[src/rtl/pipe_ctrl_pkg.sv]
// Shared types and constants for the pipeline controller.
// State encodings, register-address types and the stage-control bundle.
package pipe_ctrl_pkg;

    localparam int REG_ADDR_W  = 4;
    localparam int REG_VALUE_W = 32;

    typedef logic [REG_ADDR_W-1:0]  reg_addr_t;
    typedef logic [REG_VALUE_W-1:0] reg_value_t;

    // Destination code meaning "writes no register"
    localparam reg_addr_t REG_NONE = 4'hF;

    localparam logic [7:0] WAIT_MAX = 8'hFF;

    typedef enum logic [1:0] {
        PC_RUN    = 2'b00,
        PC_BUBBLE = 2'b01,
        PC_STRUCT = 2'b10,
        PC_WAIT   = 2'b11
    } pc_state_e;

    typedef struct packed {
        logic pc_hold;
        logic if_id_hold;
        logic if_id_flush;
        logic id_exe_hold;
        logic id_exe_flush;
        logic exe_mem_hold;
        logic mem_wb_flush;
    } pipe_ctrl_t;

    // A held register keeps its contents, so a flush on it is dropped.
    function automatic pipe_ctrl_t resolve(input pipe_ctrl_t c);
        pipe_ctrl_t r;
        r = c;
        r.if_id_flush  = c.if_id_flush  & ~c.if_id_hold;
        r.id_exe_flush = c.id_exe_flush & ~c.id_exe_hold;
        return r;
    endfunction

endpackage

[src/rtl/pipe_ctrl_hazard_detect.sv]
// Load-use hazard compare between the ID sources and the EXE load target.
// Ports: id_rs1/rs2 addr+use, ex_mem_read, ex_reg_addr in; load_use out.
module hazard_detect
    import pipe_ctrl_pkg::*;
(
    input  reg_addr_t id_rs1_addr,
    input  logic      id_rs1_use,
    input  reg_addr_t id_rs2_addr,
    input  logic      id_rs2_use,
    input  logic      ex_mem_read,
    input  reg_addr_t ex_reg_addr,
    output logic      load_use
);

    logic rs1_hit;
    logic rs2_hit;

    assign rs1_hit  = id_rs1_use & (id_rs1_addr == ex_reg_addr);
    assign rs2_hit  = id_rs2_use & (id_rs2_addr == ex_reg_addr);
    assign load_use = ex_mem_read & (ex_reg_addr != REG_NONE)
                    & (rs1_hit | rs2_hit);

endmodule

[src/rtl/pipe_ctrl.sv]
// Pipeline hold/flush controller: memory wait, structural, load-use, branch.
// Ports: clk, rst, ID/EXE/MEM hazard inputs; stage controls, state, timeout_err
// out. PIPE_STATS_EN adds stall_cnt/flush_cnt.
module pipe_ctrl
    import pipe_ctrl_pkg::*;
(
    input  logic        clk,
    input  logic        rst,
    input  reg_addr_t   id_rs1_addr,
    input  logic        id_rs1_use,
    input  reg_addr_t   id_rs2_addr,
    input  logic        id_rs2_use,
    input  logic        ex_mem_read,
    input  reg_addr_t   ex_reg_addr,
    input  logic        branch_taken,
    input  logic        mem_ram1,
    input  logic        mem_busy,
    output logic        pc_hold,
    output logic        if_id_hold,
    output logic        if_id_flush,
    output logic        id_exe_hold,
    output logic        id_exe_flush,
    output logic        exe_mem_hold,
    output logic        mem_wb_flush,
    output logic [1:0]  state,
`ifdef PIPE_STATS_EN
    output logic [15:0] stall_cnt,
    output logic [15:0] flush_cnt,
`endif
    output logic        timeout_err
);

    pc_state_e  state_q;
    pc_state_e  state_d;
    pipe_ctrl_t ctrl;
    pipe_ctrl_t raw;
    logic [7:0] wait_cnt;
    logic [7:0] wait_cnt_d;
    logic       load_use;
    logic       ev_busy;
    logic       ev_struct;
    logic       ev_lu;
    logic       ev_br;
    logic       ev_none;

    hazard_detect u_hazard (
        .id_rs1_addr (id_rs1_addr),
        .id_rs1_use  (id_rs1_use),
        .id_rs2_addr (id_rs2_addr),
        .id_rs2_use  (id_rs2_use),
        .ex_mem_read (ex_mem_read),
        .ex_reg_addr (ex_reg_addr),
        .load_use    (load_use)
    );

    // One-hot event after priority; in BUBBLE the EXE slot holds the NOP,
    // so a lingering load-use match is stale.
    assign ev_busy   = mem_busy;
    assign ev_struct = ~mem_busy & mem_ram1;
    assign ev_lu     = ~mem_busy & ~mem_ram1 & load_use
                     & (state_q != PC_BUBBLE);
    assign ev_br     = ~mem_busy & ~mem_ram1 & ~ev_lu & branch_taken;
    assign ev_none   = ~(ev_busy | ev_struct | ev_lu | ev_br);

    always_comb begin
        raw     = '0;
        state_d = PC_RUN;
        if (rst) begin
            raw.if_id_flush  = 1'b1;
            raw.id_exe_flush = 1'b1;
            raw.mem_wb_flush = 1'b1;
        end else begin
            unique case (1'b1)
                ev_busy: begin
                    raw.pc_hold      = 1'b1;
                    raw.if_id_hold   = 1'b1;
                    raw.id_exe_hold  = 1'b1;
                    raw.exe_mem_hold = 1'b1;
                    raw.mem_wb_flush = 1'b1;
                    state_d          = PC_WAIT;
                end
                ev_struct: begin
                    raw.pc_hold     = 1'b1;
                    raw.if_id_flush = 1'b1;
                    state_d         = PC_STRUCT;
                end
                ev_lu: begin
                    raw.pc_hold      = 1'b1;
                    raw.if_id_hold   = 1'b1;
                    raw.id_exe_flush = 1'b1;
                    state_d          = PC_BUBBLE;
                end
                ev_br: begin
                    raw.if_id_flush = 1'b1;
                end
                ev_none: begin
                    state_d = PC_RUN;
                end
                default: begin
                    state_d = PC_RUN;
                end
            endcase
        end
        ctrl = resolve(raw);
    end

    // Counts only cycles that stay in WAIT; leaving WAIT clears it.
    always_comb begin
        wait_cnt_d = 8'd0;
        if (state_q == PC_WAIT && mem_busy) begin
            wait_cnt_d = (wait_cnt == WAIT_MAX) ? WAIT_MAX
                                                : wait_cnt + 8'd1;
        end
    end

    always_ff @(posedge clk) begin
        if (rst) begin
            state_q     <= PC_RUN;
            wait_cnt    <= 8'd0;
            timeout_err <= 1'b0;
        end else begin
            state_q     <= state_d;
            wait_cnt    <= wait_cnt_d;
            timeout_err <= timeout_err | (wait_cnt_d == WAIT_MAX);
        end
    end

`ifdef PIPE_STATS_EN
    logic any_flush;

    assign any_flush = ctrl.if_id_flush | ctrl.id_exe_flush
                     | ctrl.mem_wb_flush;

    always_ff @(posedge clk) begin
        if (rst) begin
            stall_cnt <= 16'd0;
            flush_cnt <= 16'd0;
        end else begin
            if (ctrl.pc_hold)
                stall_cnt <= stall_cnt + 16'd1;
            if (any_flush)
                flush_cnt <= flush_cnt + 16'd1;
        end
    end
`endif

    assign pc_hold      = ctrl.pc_hold;
    assign if_id_hold   = ctrl.if_id_hold;
    assign if_id_flush  = ctrl.if_id_flush;
    assign id_exe_hold  = ctrl.id_exe_hold;
    assign id_exe_flush = ctrl.id_exe_flush;
    assign exe_mem_hold = ctrl.exe_mem_hold;
    assign mem_wb_flush = ctrl.mem_wb_flush;
    assign state        = state_q;

endmodule

[config.mk]
export PLATFORM = sky130hd
export DESIGN_NAME = pipe_ctrl
export DESIGN_NICKNAME = d
export VERILOG_FILES = /design/src/rtl/pipe_ctrl_pkg.sv /design/src/rtl/pipe_ctrl_hazard_detect.sv /design/src/rtl/pipe_ctrl.sv
export SDC_FILE = /design/constraint.sdc
export NUM_CORES = 1
export LEC_CHECK = 0
export BUFFER_PORTS_ARGS = -buffer_cell sky130_fd_sc_hd__buf_2
export CAP_MARGIN = 20
export CORE_AREA = 2 2 46 48
export CTS_CLUSTER_SIZE = 25
export DETAILED_ROUTE_END_ITERATION = 16
export DIE_AREA = 0 0 48 50
export HOLD_SLACK_MARGIN = 0.05
export MAX_ROUTING_LAYER = met4
export SLEW_MARGIN = 20
export SYNTH_ARGS = -nofsm -noshare
export SYNTH_HDL_FRONTEND = slang
export SYNTH_HIERARCHICAL = 1
export SYNTH_SLANG_ARGS = --single-unit
[constraint.sdc]
create_clock -name clk -period 1.4 [get_ports clk]
set_input_delay 0 -clock clk [delete_from_list [all_inputs] [get_ports clk]]
set_output_delay 0 -clock clk [all_outputs]
set_load 0.005 [all_outputs]
==> impl_metrics.toml <==
[worst_setup_path]
worstPathArrival_ns = 1.42
critical_path.max_fanout = 7
endpoint_kind = "register"
critPathRequiredTime_ns = 1.54
setup.reg_to_reg.worst_slack_ns = 0.13
critical_setup_path_kind = "primary input to register"
worstSetupStartpointType = "primary input"

[sta]
report.final.slew_viol_count = 0
max_slew_margin = 0.8071
fmax_ghz = 0.7841
fin_worst_skew_ns = 0.008597
rsz_0062_raised_after_global_routing = "false"
transition_time_of_the_tightest_slew_check_pin_ns = 0.2854
setup_tns_ns = 0
final.period_utilization = 0.9110
final_critical_path_setup_slack_ns = 0.1246
period_needed_ns = 1.275
setup_viol_count_final = 0
hold_ws_ns = 0.1225
timing_hold_violations_final = 0

[cts]
htree_levels = 1
cts_buffer_depth = 2
clkSlewWorstSetupHoldPaths_ns = 0.06
cts_sinks = 11
clock_latency_ns = 0.26
cts_post_setup_buffers_inserted = 0
cts_root_buffer = "sky130_fd_sc_hd__clkbuf_4"
clock_tree_from_tritoncts = "done"
cts_buffers = 3

[power]
power.leakage_nw = 0.3408
power_density_normalized_to_cell_area_nw_per_um2 = 717.2
vdd.ir_drop.worst_uv = 354.9

[die]
io-pin-count = 30
core-area_um2 = 1902
chipWidth_um = 48
die-height_um = 50
floorplan.initialDensity = 0.3375
die_area_um2 = 2400
rows = 16

[finish]
antenna_cells_inserted = 0
area_growth_syn_to_layout_pct = 38.21
post_route_cells_drive_above_1_share = 0.3717
finalInstanceArea_um2 = 887.1
post_layout_nets = 135
finish.cell_count_without_fillers = 140

[place]
placedCellCount = 133
place.port_buffers = 29
dp_slack_ns = 0.08645
postPlaceCellArea_um2 = 813.3
gp_congestion = 0.7720
hpwl_um = 1103

[drt]
avgRoutedWirePerCell_um = 10.31
routed_via_density = 4.757
drt.antenna.violating_nets = 0
drt_iter0_markers = 4
finalWirelength_um = 1443
total_number_of_vias = 666
drt-pass1-iter-count = 2
route.detailed.drc = 0

[synthesis]
synth_area_leaders = "sky130_fd_sc_hd__dfxtp_1 (34%), sky130_fd_sc_hd__xor2_1 (8.2%), sky130_fd_sc_hd__nor2_1 (6.4%)"
synth_cell_types = 27
mappedNetlistNets = 99
yosysTopAreaCell = "sky130_fd_sc_hd__dfxtp_1"
yosys.area.top_type_share = 0.3431
register_area_share_after_synthesis = 0.3431
netlist_instances = 78
synth_area_per_cell_um2 = 8.229
synth.ff_latch_count = 11
syn-cell-area_um2 = 641.9
count_of_yosys_warnings_during_synthesis = 6

[worst_hold_path]
holdCritPathClass = "primary input to register"

[global_routing]
wire_length_of_the_first_global_routing_pass_um = 2290
grt_max_degree = 9
grt_util_all_layers = 0.1365
first_global_vias = 591
globalRoute.totalOverflow = 0
antenna_found_initial = 0

[status]
run_status = "finished clean"

[run]
maxCapViolations = 0
-- synth_stat cells --
master	instances
sky130_fd_sc_hd__nor2_1	11
sky130_fd_sc_hd__a31oi_1	1
sky130_fd_sc_hd__o31ai_1	1
sky130_fd_sc_hd__ha_1	1
sky130_fd_sc_hd__and2b_4	1
sky130_fd_sc_hd__o21ai_0	3
sky130_fd_sc_hd__buf_4	1
sky130_fd_sc_hd__a21oi_1	6
sky130_fd_sc_hd__nand4_1	3
sky130_fd_sc_hd__a31o_2	1
sky130_fd_sc_hd__nand2_1	3
sky130_fd_sc_hd__nor4b_1	1
sky130_fd_sc_hd__xor2_1	6
sky130_fd_sc_hd__o22ai_1	1
sky130_fd_sc_hd__a21oi_2	1
sky130_fd_sc_hd__dfxtp_1	11
sky130_fd_sc_hd__o2bb2ai_2	1
sky130_fd_sc_hd__and3_1	1
sky130_fd_sc_hd__or2_1	1
sky130_fd_sc_hd__o21a_1	2
sky130_fd_sc_hd__nand3_4	1
sky130_fd_sc_hd__nand3b_1	1
sky130_fd_sc_hd__or2_2	2
sky130_fd_sc_hd__nand3_1	5
sky130_fd_sc_hd__nor3_1	5
sky130_fd_sc_hd__inv_1	3
sky130_fd_sc_hd__xnor2_1	4
-- per-stage QoR --
| stage | utilization | power [W] |
|---|---|---|
| after global routing | 0.4664 | 0.0006763 |
| after detailed placement | 0.4276 | 0.0004268 |
| after CTS | 0.4572 | 0.0006445 |
| final | 0.4664 | 0.0006362 |
| after global placement | 0.4276 | 0.0004254 |
| after floorplan | - | 0.0003730 |
-- metal layers --
metal	GRT usage	wire length [um]	up-vias
met1	0.1454	591	287
met2	0.2311	716	32
li1	-	-	345
met3	0.04396	121	2
met5	-	0	-
met4	0.04054	14	0
-- worst max-delay path: stages --
cell and delay [ns]:
sky130_fd_sc_hd__dlygate4sd3_1 0.53, sky130_fd_sc_hd__buf_2 0.16, sky130_fd_sc_hd__nor2_1 0.12, sky130_fd_sc_hd__nor2_1 0.05
sky130_fd_sc_hd__dlygate4sd3_1 0.55
-- worst paths after layout --
kind                          start                     end  depth (start not counted)
max                        mem_busy     state[1]$_SDFF_PP0_                          5
min                        mem_ram1     state[0]$_SDFF_PP0_                          3
max reg2reg  wait_cnt[1]$_SDFF_PP0_  wait_cnt[0]$_SDFF_PP0_                          4
min reg2reg  timeout_err$_SDFF_PP0_  timeout_err$_SDFF_PP0_                          1
-- sequential cells by signal, indices dropped and copies added (netlist names) --
register	flops
timeout_err	1
state	2
wait_cnt	8
-- report_power, final --
group	internal, W	leakage [nW]	switching [W]
combinational	0.0000584	0.236	0.0000475
sequential	0.000317	0.0897	0.00000544
clock	0.000110	0.0150	0.0000981
-- cell type report --
cell class	count	area, um2
Sequential cell	11	221.5
Timing Repair Buffer	32	175.2
Clock buffer	4	26.28
Fill cell	187	1015
Tap cell	27	33.78
Multi-Input combinational cell	63	419.2
Inverter	3	11.26
-- layout by cell type, fill, tap and decap left out, types with 2 or more instances in the layout --
master,netlist,final
sky130_fd_sc_hd__o21a_1,2,2
sky130_fd_sc_hd__clkbuf_4,0,3
sky130_fd_sc_hd__nand2_1,3,3
sky130_fd_sc_hd__nand3_1,5,5
sky130_fd_sc_hd__dfxtp_1,11,10
sky130_fd_sc_hd__o21ai_0,3,2
sky130_fd_sc_hd__nor3_1,5,5
sky130_fd_sc_hd__xnor2_1,4,4
sky130_fd_sc_hd__buf_2,0,29
sky130_fd_sc_hd__xor2_1,6,6
sky130_fd_sc_hd__or2_2,2,2
sky130_fd_sc_hd__a21oi_1,6,6
sky130_fd_sc_hd__nor2_1,11,11
sky130_fd_sc_hd__inv_1,3,3
sky130_fd_sc_hd__dlygate4sd3_1,0,3
sky130_fd_sc_hd__nand4_1,3,3
-- kinds of logic (layout without fill, tap and decap cells) --
logic type | Yosys count | in the layout | synth area share
simple gates | 35 | 35 | 0.2963
xor+xnor | 10 | 10 | 0.1364
buf+inv | 4 | 39 | 0.02924
flops | 11 | 11 | 0.3431
fa+ha+maj | 1 | 1 | 0.01949
compound gates | 17 | 17 | 0.1754
-- repair_timing --
item	in CTS	in global routing
hold buffers	3	0
gates resized for setup	1	4
setup endpoints to repair	2	7
hold endpoints to repair	2	0
(Power assumes the default switching activity.)
